`src/rtl/vend_if.sv`:
```
// Selection/coin/hopper handshake bundle for vend_dispense.
// master = selection front-end side, slave = dispense controller.
interface vend_if #(
  parameter int unsigned CREDIT_W = 5
);
  logic                coin1;
  logic                coin5;
  logic                get2;
  logic                get6;
  logic                backAll;
  logic                ret_rdy;
  logic [CREDIT_W-1:0] credit;
  logic                item2;
  logic                item6;
  logic                deny;
  logic                coin_rej;
  logic                ret5;
  logic                ret1;
  logic                busy;

  modport master (
    output coin1, coin5, get2, get6, backAll, ret_rdy,
    input  credit, item2, item6, deny, coin_rej, ret5, ret1, busy
  );

  modport slave (
    input  coin1, coin5, get2, get6, backAll, ret_rdy,
    output credit, item2, item6, deny, coin_rej, ret5, ret1, busy
  );
endinterface

```
`src/rtl/vend_dispense.sv`:
```
// Vending dispense controller: credit keeping, purchase/refund commands, coin-by-coin payout.
// Optional feature: define VEND_AUTO_CHANGE_EN to pay change automatically after every sale.
module vend_dispense #(
  parameter int unsigned PRICE_A    = 2,
  parameter int unsigned PRICE_B    = 6,
  parameter int unsigned CREDIT_W   = 5,
  parameter int unsigned CREDIT_MAX = 31
) (
  input  logic   clk,
  input  logic   rst_n,
  vend_if.slave  bus
);

  localparam int unsigned SUM_W = CREDIT_W + 1;

  localparam logic [CREDIT_W-1:0] PA_W   = CREDIT_W'(PRICE_A);
  localparam logic [CREDIT_W-1:0] PB_W   = CREDIT_W'(PRICE_B);
  localparam logic [CREDIT_W-1:0] FIVE_W = CREDIT_W'(5);
  localparam logic [CREDIT_W-1:0] ONE_W  = CREDIT_W'(1);
  localparam logic [SUM_W-1:0]    MAX_W  = SUM_W'(CREDIT_MAX);

  typedef enum logic [1:0] {
    IDLE,
    DISPENSE,
    CHANGE
  } state_t;

  state_t              state_q;
  logic [CREDIT_W-1:0] credit_q;
  logic                item2_q, item6_q, deny_q, coin_rej_q, ret5_q, ret1_q, busy_q;

  logic                any_coin_c;
  logic                any_cmd_c;
  logic [SUM_W-1:0]    amount_c;
  logic [SUM_W-1:0]    sum_c;
  logic                pay5_c;
  logic [CREDIT_W-1:0] paid_c;

  // Coin-add check is one bit wider than credit so it cannot wrap; payout picks the largest coin.
  always_comb begin
    any_coin_c = bus.coin1 | bus.coin5;
    any_cmd_c  = bus.backAll | bus.get6 | bus.get2;
    amount_c   = (bus.coin1 ? SUM_W'(1) : '0) + (bus.coin5 ? SUM_W'(5) : '0);
    sum_c      = {1'b0, credit_q} + amount_c;
    pay5_c     = (credit_q >= FIVE_W);
    paid_c     = credit_q - (pay5_c ? FIVE_W : ONE_W);
  end

  always_ff @(posedge clk or negedge rst_n) begin
    if (!rst_n) begin
      state_q    <= IDLE;
      credit_q   <= '0;
      item2_q    <= 1'b0;
      item6_q    <= 1'b0;
      deny_q     <= 1'b0;
      coin_rej_q <= 1'b0;
      ret5_q     <= 1'b0;
      ret1_q     <= 1'b0;
      busy_q     <= 1'b0;
    end else begin
      item2_q    <= 1'b0;
      item6_q    <= 1'b0;
      deny_q     <= 1'b0;
      coin_rej_q <= 1'b0;
      ret5_q     <= 1'b0;
      ret1_q     <= 1'b0;
      case (state_q)
        IDLE: begin
          if (any_cmd_c) begin
            coin_rej_q <= any_coin_c;
            if (bus.backAll) begin
              if (credit_q != '0) begin
                state_q <= CHANGE;
                busy_q  <= 1'b1;
              end
            end else if (bus.get6) begin
              if (credit_q >= PB_W) begin
                credit_q <= credit_q - PB_W;
                item6_q  <= 1'b1;
                state_q  <= DISPENSE;
                busy_q   <= 1'b1;
              end else begin
                deny_q <= 1'b1;
              end
            end else begin
              if (credit_q >= PA_W) begin
                credit_q <= credit_q - PA_W;
                item2_q  <= 1'b1;
                state_q  <= DISPENSE;
                busy_q   <= 1'b1;
              end else begin
                deny_q <= 1'b1;
              end
            end
          end else if (any_coin_c) begin
            if (sum_c <= MAX_W) begin
              credit_q <= sum_c[CREDIT_W-1:0];
            end else begin
              coin_rej_q <= 1'b1;
            end
          end
        end

        DISPENSE: begin
          coin_rej_q <= any_coin_c;
`ifdef VEND_AUTO_CHANGE_EN
          // First change coin can go out on the edge that leaves DISPENSE.
          if (credit_q == '0) begin
            state_q <= IDLE;
            busy_q  <= 1'b0;
          end else if (bus.ret_rdy) begin
            ret5_q   <= pay5_c;
            ret1_q   <= ~pay5_c;
            credit_q <= paid_c;
            if (paid_c == '0) begin
              state_q <= IDLE;
              busy_q  <= 1'b0;
            end else begin
              state_q <= CHANGE;
            end
          end else begin
            state_q <= CHANGE;
          end
`else
          state_q <= IDLE;
          busy_q  <= 1'b0;
`endif
        end

        CHANGE: begin
          coin_rej_q <= any_coin_c;
          if (bus.ret_rdy) begin
            ret5_q   <= pay5_c;
            ret1_q   <= ~pay5_c;
            credit_q <= paid_c;
            if (paid_c == '0) begin
              state_q <= IDLE;
              busy_q  <= 1'b0;
            end
          end
        end

        default: begin
          state_q <= IDLE;
          busy_q  <= 1'b0;
        end
      endcase
    end
  end

  assign bus.credit   = credit_q;
  assign bus.item2    = item2_q;
  assign bus.item6    = item6_q;
  assign bus.deny     = deny_q;
  assign bus.coin_rej = coin_rej_q;
  assign bus.ret5     = ret5_q;
  assign bus.ret1     = ret1_q;
  assign bus.busy     = busy_q;

endmodule
```
`src/flat_wrapper.sv`:
```
// flat-port wrapper written by rule: the top's interface ports become plain ports
module vend_dispense_flat 
#(
  parameter int unsigned PRICE_A    = 2,
  parameter int unsigned PRICE_B    = 6,
  parameter int unsigned CREDIT_W   = 5,
  parameter int unsigned CREDIT_MAX = 31
)
  (clk, rst_n, bus_coin1, bus_coin5, bus_get2, bus_get6, bus_backAll, bus_ret_rdy, bus_credit, bus_item2, bus_item6, bus_deny, bus_coin_rej, bus_ret5, bus_ret1, bus_busy);
  vend_if #(.CREDIT_W(CREDIT_W)) bus_i ();
  input  logic clk;
  input  logic rst_n;
  input wire logic [$bits(bus_i.coin1)-1:0] bus_coin1;
  input wire logic [$bits(bus_i.coin5)-1:0] bus_coin5;
  input wire logic [$bits(bus_i.get2)-1:0] bus_get2;
  input wire logic [$bits(bus_i.get6)-1:0] bus_get6;
  input wire logic [$bits(bus_i.backAll)-1:0] bus_backAll;
  input wire logic [$bits(bus_i.ret_rdy)-1:0] bus_ret_rdy;
  output wire logic [$bits(bus_i.credit)-1:0] bus_credit;
  output wire logic [$bits(bus_i.item2)-1:0] bus_item2;
  output wire logic [$bits(bus_i.item6)-1:0] bus_item6;
  output wire logic [$bits(bus_i.deny)-1:0] bus_deny;
  output wire logic [$bits(bus_i.coin_rej)-1:0] bus_coin_rej;
  output wire logic [$bits(bus_i.ret5)-1:0] bus_ret5;
  output wire logic [$bits(bus_i.ret1)-1:0] bus_ret1;
  output wire logic [$bits(bus_i.busy)-1:0] bus_busy;
  assign bus_i.coin1 = bus_coin1;
  assign bus_i.coin5 = bus_coin5;
  assign bus_i.get2 = bus_get2;
  assign bus_i.get6 = bus_get6;
  assign bus_i.backAll = bus_backAll;
  assign bus_i.ret_rdy = bus_ret_rdy;
  assign bus_credit = bus_i.credit;
  assign bus_item2 = bus_i.item2;
  assign bus_item6 = bus_i.item6;
  assign bus_deny = bus_i.deny;
  assign bus_coin_rej = bus_i.coin_rej;
  assign bus_ret5 = bus_i.ret5;
  assign bus_ret1 = bus_i.ret1;
  assign bus_busy = bus_i.busy;
  vend_dispense #(.PRICE_A(PRICE_A), .PRICE_B(PRICE_B), .CREDIT_W(CREDIT_W), .CREDIT_MAX(CREDIT_MAX)) u_core (.clk(clk), .rst_n(rst_n), .bus(bus_i));
endmodule
```
`config.mk`:
```
export PLATFORM = sky130hd
export DESIGN_NAME = vend_dispense_flat
export DESIGN_NICKNAME = d
export VERILOG_FILES = /design/src/rtl/vend_if.sv /design/src/rtl/vend_dispense.sv /design/src/flat_wrapper.sv
export SDC_FILE = /design/constraint.sdc
export NUM_CORES = 1
export LEC_CHECK = 0
export BUFFER_PORTS_ARGS = -buffer_cell sky130_fd_sc_hd__buf_2
export CORE_UTILIZATION = 45
export CTS_CLUSTER_SIZE = 40
export DETAILED_ROUTE_END_ITERATION = 7
export PLACE_DENSITY = 0.63
export SETUP_SLACK_MARGIN = 0.02
export SLEW_MARGIN = 10
export SYNTH_ARGS = -nofsm -noshare
export SYNTH_HDL_FRONTEND = slang
export SYNTH_SLANG_ARGS = --single-unit
export TNS_END_PERCENT = 1
```
`constraint.sdc`:
```
create_clock -name clk -period 3.14 [get_ports clk]
set_input_delay 0.628 -clock clk [delete_from_list [all_inputs] [get_ports clk]]
set_output_delay 0.628 -clock clk [all_outputs]
set_load 0.01 [all_outputs]
```
==> summary.txt, run 1 <==
status: finished with violations
failing checks: design-rule violations
Crit. End Element: flip-flop
core box area: 2480 um^2
drt wl/cell: 14.9 um
post-route ant nets: 0
xor/xnor share of the synthesized area: 0.0150
die width: 53.0 um
Synth Register Bits: 14
final clock skew: 0.00260 ns
Layout fillers: 241
Arrival @ worst endpoint: 3.15 ns
Hold Crit Class: input port to async pin
RSZ-0062 raised after global routing: no
placed cell count: 178
TritonCTS clock tree: yes
Worst Path Required: 3.31 ns
first-pass GRT wire length: 4.64 mm
period utilization: 0.950
Final Net Count: 177
hold slack: 0.227 ns
Synth Instances: 126
simple-gate area share of the yosys netlist: 0.205
clock tree buffer depth: 2
synthesis-to-layout area growth: 16.5%
worst skew pair latency: 0.28 ns
multiplexer share of the synthesized area: 0.0470
CTS Root Buffer Type: clkbuf_4
Ports: 20
drt first-iter violations: 30
final-report hold violation count: 0
largest net degree at the start of global routing: 15
slew margin rel.: 0.688
H-tree depth: 1
Num CTS Buffers: 3
HPWL after detailed placement: 2.16 mm
clock sinks: 14
Pins Over Slew Limit: 0
synthesized area: 1170 um^2
Crit Path Class: flip-flop to flip-flop
layout cell share with drive strength beyond 1: 0.258
Synth Area in Adders: 0.177
Worst-path clk slew: 0.08 ns
top achievable clock speed: 0.335 GHz
Syn Area/Cell: 9.29 um^2
GP Congestion: 0.957
GRT Resource Usage Total: 0.228
drc violations: 2
post-synthesis sequential area ratio: 0.299
Worst Max-Slew Pin Slew: 0.467 ns
setup TNS: 0 ns
number of global-route vias before repair: 1047
final WL: 2.70 mm
yosys warns: 0
via count: 1066
CP max FO: 3
antenna cells: 0
power per cell area: 992 nW/um^2
final setup fails: 0
drt pass-1 iters: 6
syn nets: 150
compound-cell area share of the yosys netlist: 0.217
async set-reset flop share out of synthesis: 1.00
global route overflow: 0
row count: 18
Leak: 0.632 nW
top_reg_cell synth: dfrtp_1
Vias/cell: 5.89
Post-synth EDFFs: 0
PortBufs: 19
CP Launch Type: flip-flop
Synth cell types: 42
Hold Buf Count CTS: 0
# Max-Cap Violations: 0
die area: 2810 um^2
fin crit period: 2.98 ns
main combinational cell family by area after synthesis: compound AO/OA/AOI/OAI gates
antenna violations before repair: 0
fin cells: 181
DIE HEIGHT: 53.0 um
maximum VDD drop: 0.544 mV
Starting Density: 0.473
[metal layers]
layer / global-route usage / part of all wire / wire length [um]
met4: 0.0877 / 0.019 / 50
met1: 0.287 / 0.46 / 1230
met5: 0 / 0 / 0
met2: 0.380 / 0.47 / 1270
met3: 0.0431 / 0.052 / 140
[layout make-up]
type | instances | area [um^2] | area share
multi-input cells | 100 | 779 | 0.572
flip-flops and latches | 14 | 350 | 0.257
repair buffers | 25 | 140 | 0.103
well taps | 30 | 37.5 | 0.0275
inverters | 9 | 33.8 | 0.0248
clock buffers | 3 | 22.5 | 0.0165
[registers in the layout (all words and copies together), names as in the netlist]
name / count
u_core.bus.ret5: 1
u_core.state_q: 2
u_core.bus.ret1: 1
u_core.bus.deny: 1
u_core.bus.item6: 1
u_core.bus.coin_rej: 1
u_core.bus.item2: 1
u_core.bus.credit: 5
u_core.bus.busy: 1
[cell families (layout without fill, tap and decap cells)]
group / Yosys count / in the layout
AO/OA/AOI/OAI: 35 / 35
XOR/XNOR: 2 / 2
adder cells (fa/ha/maj): 16 / 16
buffers and inverters: 12 / 37
flip-flops: 14 / 14
multiplexers: 5 / 5
AND/OR/NAND/NOR: 42 / 42
[where the power goes]
part	total [mW]	switching (mW)	internal (mW)
registers	0.282	0.0333	0.249
clock network	0.101	0.0570	0.0445
logic	0.969	0.538	0.431
total	1.35	0.629	0.724
[metrics by stage]
| stage | utilization | power [mW] | instance area [um^2] | setup slack [ns] |
|---|---|---|---|---|
| after floorplan | - | 0.975 | 1170 | 0.210 |
| after CTS | 0.548 | 1.34 | 1360 | 0.151 |
| final | 0.551 | 1.35 | 1360 | 0.156 |
| after detailed placement | 0.539 | 1.24 | 1340 | 0.148 |
| after global routing | 0.551 | 1.49 | 1360 | 0.0330 |
| after global placement | 0.539 | 1.23 | 1340 | 0.236 |
[what timing repair did]
action	CTS	global route
buffers inserted	0	0
resized for setup	0	1
endpoints found under the setup margin	0	3
[worst paths after layout]
check                                     startpoint                   end  slack (ns)  cells after the start
worst max-delay path            u_core.bus.credit[1]     u_core.state_q[1]        0.16                      9
min in group clk                     u_core.bus.busy       u_core.bus.busy        0.51                      1
worst min register to register       u_core.bus.busy       u_core.bus.busy        0.51                      1
max in group asynchronous                      rst_n  u_core.bus.credit[1]        2.68                      1
worst min-delay path                           rst_n      u_core.bus.item6        0.23                      1
worst max register to register  u_core.bus.credit[1]     u_core.state_q[1]        0.16                      9
[worst max-delay path, stage by stage, from the launching register on]
cell and delay (ns):
dfrtp_1 0.39, ha_1 0.23, or3_1 0.34, a221oi_1 0.36
ha_1 0.34, nor2b_1 0.15, or4_1 0.39, a21oi_1 0.29
nor3_2 0.11, mux2_2 0.28
[Yosys cell counts (all sizes together), types with 2 or more instances]
cell    instances  share of area
o31ai           3          0.019
nor3           10          0.043
or3             2          0.011
nand3           2         0.0085
ha             15           0.16
nor2            7          0.022
inv             9          0.029
xnor2           2          0.015
and3            2          0.011
nand2           6          0.019
nor2b           4          0.021
mux2            4          0.038
a31oi           3          0.016
a211oi          3          0.019
o21a            3          0.019
o21ai           6          0.026
clkbuf          2         0.0064
a21oi           6          0.026
dfrtp          14           0.30
[placed cells by master (no fill, tap or decap), types with 4 or more instances in the layout]
| cell type | instances |
|---|---|
| buf_2 | 19 |
| ha_1 | 15 |
| dfrtp_1 | 14 |
| inv_1 | 9 |
| nor3_1 | 9 |
| nor2_1 | 7 |
| nand2_1 | 6 |
| o21ai_0 | 6 |
| a21oi_1 | 6 |
| buf_4 | 6 |
| nor2b_1 | 4 |
| mux2_2 | 4 |
Power figures use the tool's default switching activity.
==> run 2: changes to the inputs <==
- ABC_CLOCK_PERIOD_IN_PS: unset -> 3140
- GPL_TIMING_DRIVEN: unset -> 0
==> run 2 against run 1 <==
The run still ends with design-rule violations left. Cell area fell by 0.73%. Sequential power rose by 22%. Clock power rose by 33%. Register-to-register slack got worse by 0.03 ns. Critical path type unchanged. Critical endpoint unchanged. Highest routed layer unchanged.
==> summary.txt, run 2 (synthesized netlist as in run 1, its figures left out) <==
status: finished with violations (unchanged)
failing checks: design-rule violations (unchanged)
Leak: 0.617 nW (was 0.632 nW)
layout cell share with drive strength beyond 1: 0.255 (was 0.258)
Ports: 20 (unchanged)
fin crit period: 3.01 ns (was 2.98 ns)
most common cell after layout, fill and taps aside: buf_2 (unchanged)
Post-DP Area: 1300 um^2 (was 1340 um^2)
hold slack: 0.213 ns (was 0.227 ns)
die width: 53.0 um (unchanged)
buffers and inverters on the worst path: 1 (was 0)
TritonCTS clock tree: yes (unchanged)
maximum VDD drop: 0.442 mV (was 0.544 mV)
drt wl/cell: 14.7 um (was 14.9 um)
final setup fails: 0 (unchanged)
CP max stage delay: 0.46 ns (was 0.39 ns)
Design Power: 1.36 mW (was 1.35 mW)
commonest non-fill, non-tap cells in the layout: buf_2 (20), ha_1 (15), dfrtp_1 (12) (was buf_2 (19), ha_1 (15), dfrtp_1 (14))
antenna cells: 0 (unchanged)
antenna violations before repair: 0 (unchanged)
H-tree depth: 1 (unchanged)
final instance area: 1350 um^2 (was 1360 um^2)
FF-to-FF End: u_core.state_q[1] (unchanged)
Arrival @ worst endpoint: 3.18 ns (was 3.15 ns)
period utilization: 0.958 (was 0.950)
Num CTS Buffers: 3 (unchanged)
Starting Density: 0.473 (unchanged)
drc violations: 2 (unchanged)
HPWL after detailed placement: 2.07 mm (was 2.16 mm)
DIE HEIGHT: 53.0 um (unchanged)
power per cell area: 1000 nW/um^2 (was 992 nW/um^2)
Hold Crit Class: input port to async pin (unchanged)
CTS Root Buffer Type: clkbuf_4 (unchanged)
row count: 18 (unchanged)
slowest stage cell, crit path: or3_1 (was dfrtp_1)
Crit. End Element: flip-flop (unchanged)
Crit Path Class: flip-flop to flip-flop (unchanged)
final clock skew: 0.00556 ns (was 0.00260 ns)
placed cell count: 175 (was 178)
WP depth: 9 (unchanged)
max reg flops: 5 (unchanged)
R2R cell count: 9 (unchanged)
final-report hold violation count: 0 (unchanged)
CP startpoint: u_core.bus.credit[3] (was u_core.bus.credit[1])
critical path capture point: u_core.state_q[1] (unchanged)
fin cells: 179 (was 181)
drt first-iter violations: 15 (was 30)
CP Launch Type: flip-flop (unchanged)
GP Congestion: 0.958 (was 0.957)
clock sinks: 14 (unchanged)
synthesis-to-layout area growth: 15.6% (was 16.5%)
global route overflow: 0 (unchanged)
Vias/cell: 5.79 (was 5.89)
core box area: 2480 um^2 (unchanged)
largest net degree at the start of global routing: 15 (unchanged)
R2R setup slack: 0.13 ns (was 0.16 ns)
Worst Max-Slew Pin Slew: 0.842 ns (was 0.467 ns)
slew margin rel.: 0.434 (was 0.688)
worst skew pair latency: 0.29 ns (was 0.28 ns)
CP max FO: 10 (was 3)
post-route ant nets: 0 (unchanged)
die area: 2810 um^2 (unchanged)
GRT Resource Usage Total: 0.214 (was 0.228)
number of global-route vias before repair: 949 (was 1047)
final WL: 2.64 mm (was 2.70 mm)
Worst-path clk slew: 0.09 ns (was 0.08 ns)
worst r2r src: u_core.bus.credit[3] (was u_core.bus.credit[1])
top achievable clock speed: 0.332 GHz (was 0.335 GHz)
RSZ-0062 raised after global routing: no (unchanged)
Pins Over Slew Limit: 0 (unchanged)
# Max-Cap Violations: 0 (unchanged)
drt pass-1 iters: 6 (unchanged)
clock tree buffer depth: 2 (unchanged)
crit path cell chain: clkbuf_1, or3_1, a221oi_2, ha_1, nor2b_1, or4_1, a21oi_1, nor3_2, mux2_2 (was ha_1, or3_1, a221oi_1, ha_1, nor2b_1, or4_1, a21oi_1, nor3_2, mux2_2)
Final Net Count: 174 (was 177)
first-pass GRT wire length: 4.30 mm (was 4.64 mm)
PortBufs: 19 (unchanged)
CP top delay family: simple AND/OR/NAND/NOR gates (unchanged)
via count: 1036 (was 1066)
number of buffers added for setup after CTS: 0 (unchanged)
Worst Path Required: 3.32 ns (was 3.31 ns)
==> run 2: changes by cell type in the layout (fill, tap and decap cells not counted) <==
cell / change
a221oi_2: +1
clkbuf_8: +1
dfrtp_2: +2
buf_2: +1
clkbuf_1: +2
buf_4: -6
dfrtp_1: -2
a221oi_1: -1
==> run 2: worst min-delay path by stage <==
stage	slack [ns]	endpoint	from	depth (start not counted)
CTS	0.22	u_core.bus.ret1	rst_n	1
detailed placement	0.50	u_core.bus.busy	u_core.bus.busy	1
global route	0.23	u_core.bus.ret1	rst_n	1
global placement	0.49	u_core.bus.busy	u_core.bus.busy	1
floorplan	0.33	u_core.bus.busy	rst_n	0
finish	0.21	u_core.bus.ret1	rst_n	1
==> run 2: final cells by class <==
type,count,area [um^2]
Fill cell,251,1120
Multi-Input combinational cell,100,786
Sequential cell,14,353
Timing Repair Buffer,19,95.1
Tap cell,30,37.5
Clock buffer,4,36.3
Inverter,9,33.8
Buffer,3,12.5
==> run 2: routing by layer <==
metal	vias to the layer above	share of wire	global-route usage
met5	-	0	0
met4	0	0.020	0.105
met3	5	0.027	0.0201
met2	24	0.46	0.342
met1	488	0.49	0.285
li1	519	-	-
==> run 2: stage by stage <==
step | worst slack (ns) | util | TNS, ns
6_report | 0.130 | 0.546 | 0
5_1_grt | 0.0282 | 0.546 | 0
4_1_cts | 0.0947 | 0.545 | 0
3_5_place_dp | -0.0803 | 0.526 | -0.234
3_3_place_gp | -0.121 | 0.526 | -0.355
2_1_floorplan | 0.210 | - | 0
==> run 2: what timing repair did <==
item                                    4_1_cts  5_1_grt
endpoints found under the setup margin        3        3
resized for setup                             2        2
hold buffers                                  0        0
==> run 2: where the power goes <==
group | internal [mW] | switching, mW
combinational | 0.400 | 0.478
sequential | 0.251 | 0.0948
clock | 0.0707 | 0.0636
total | 0.721 | 0.636
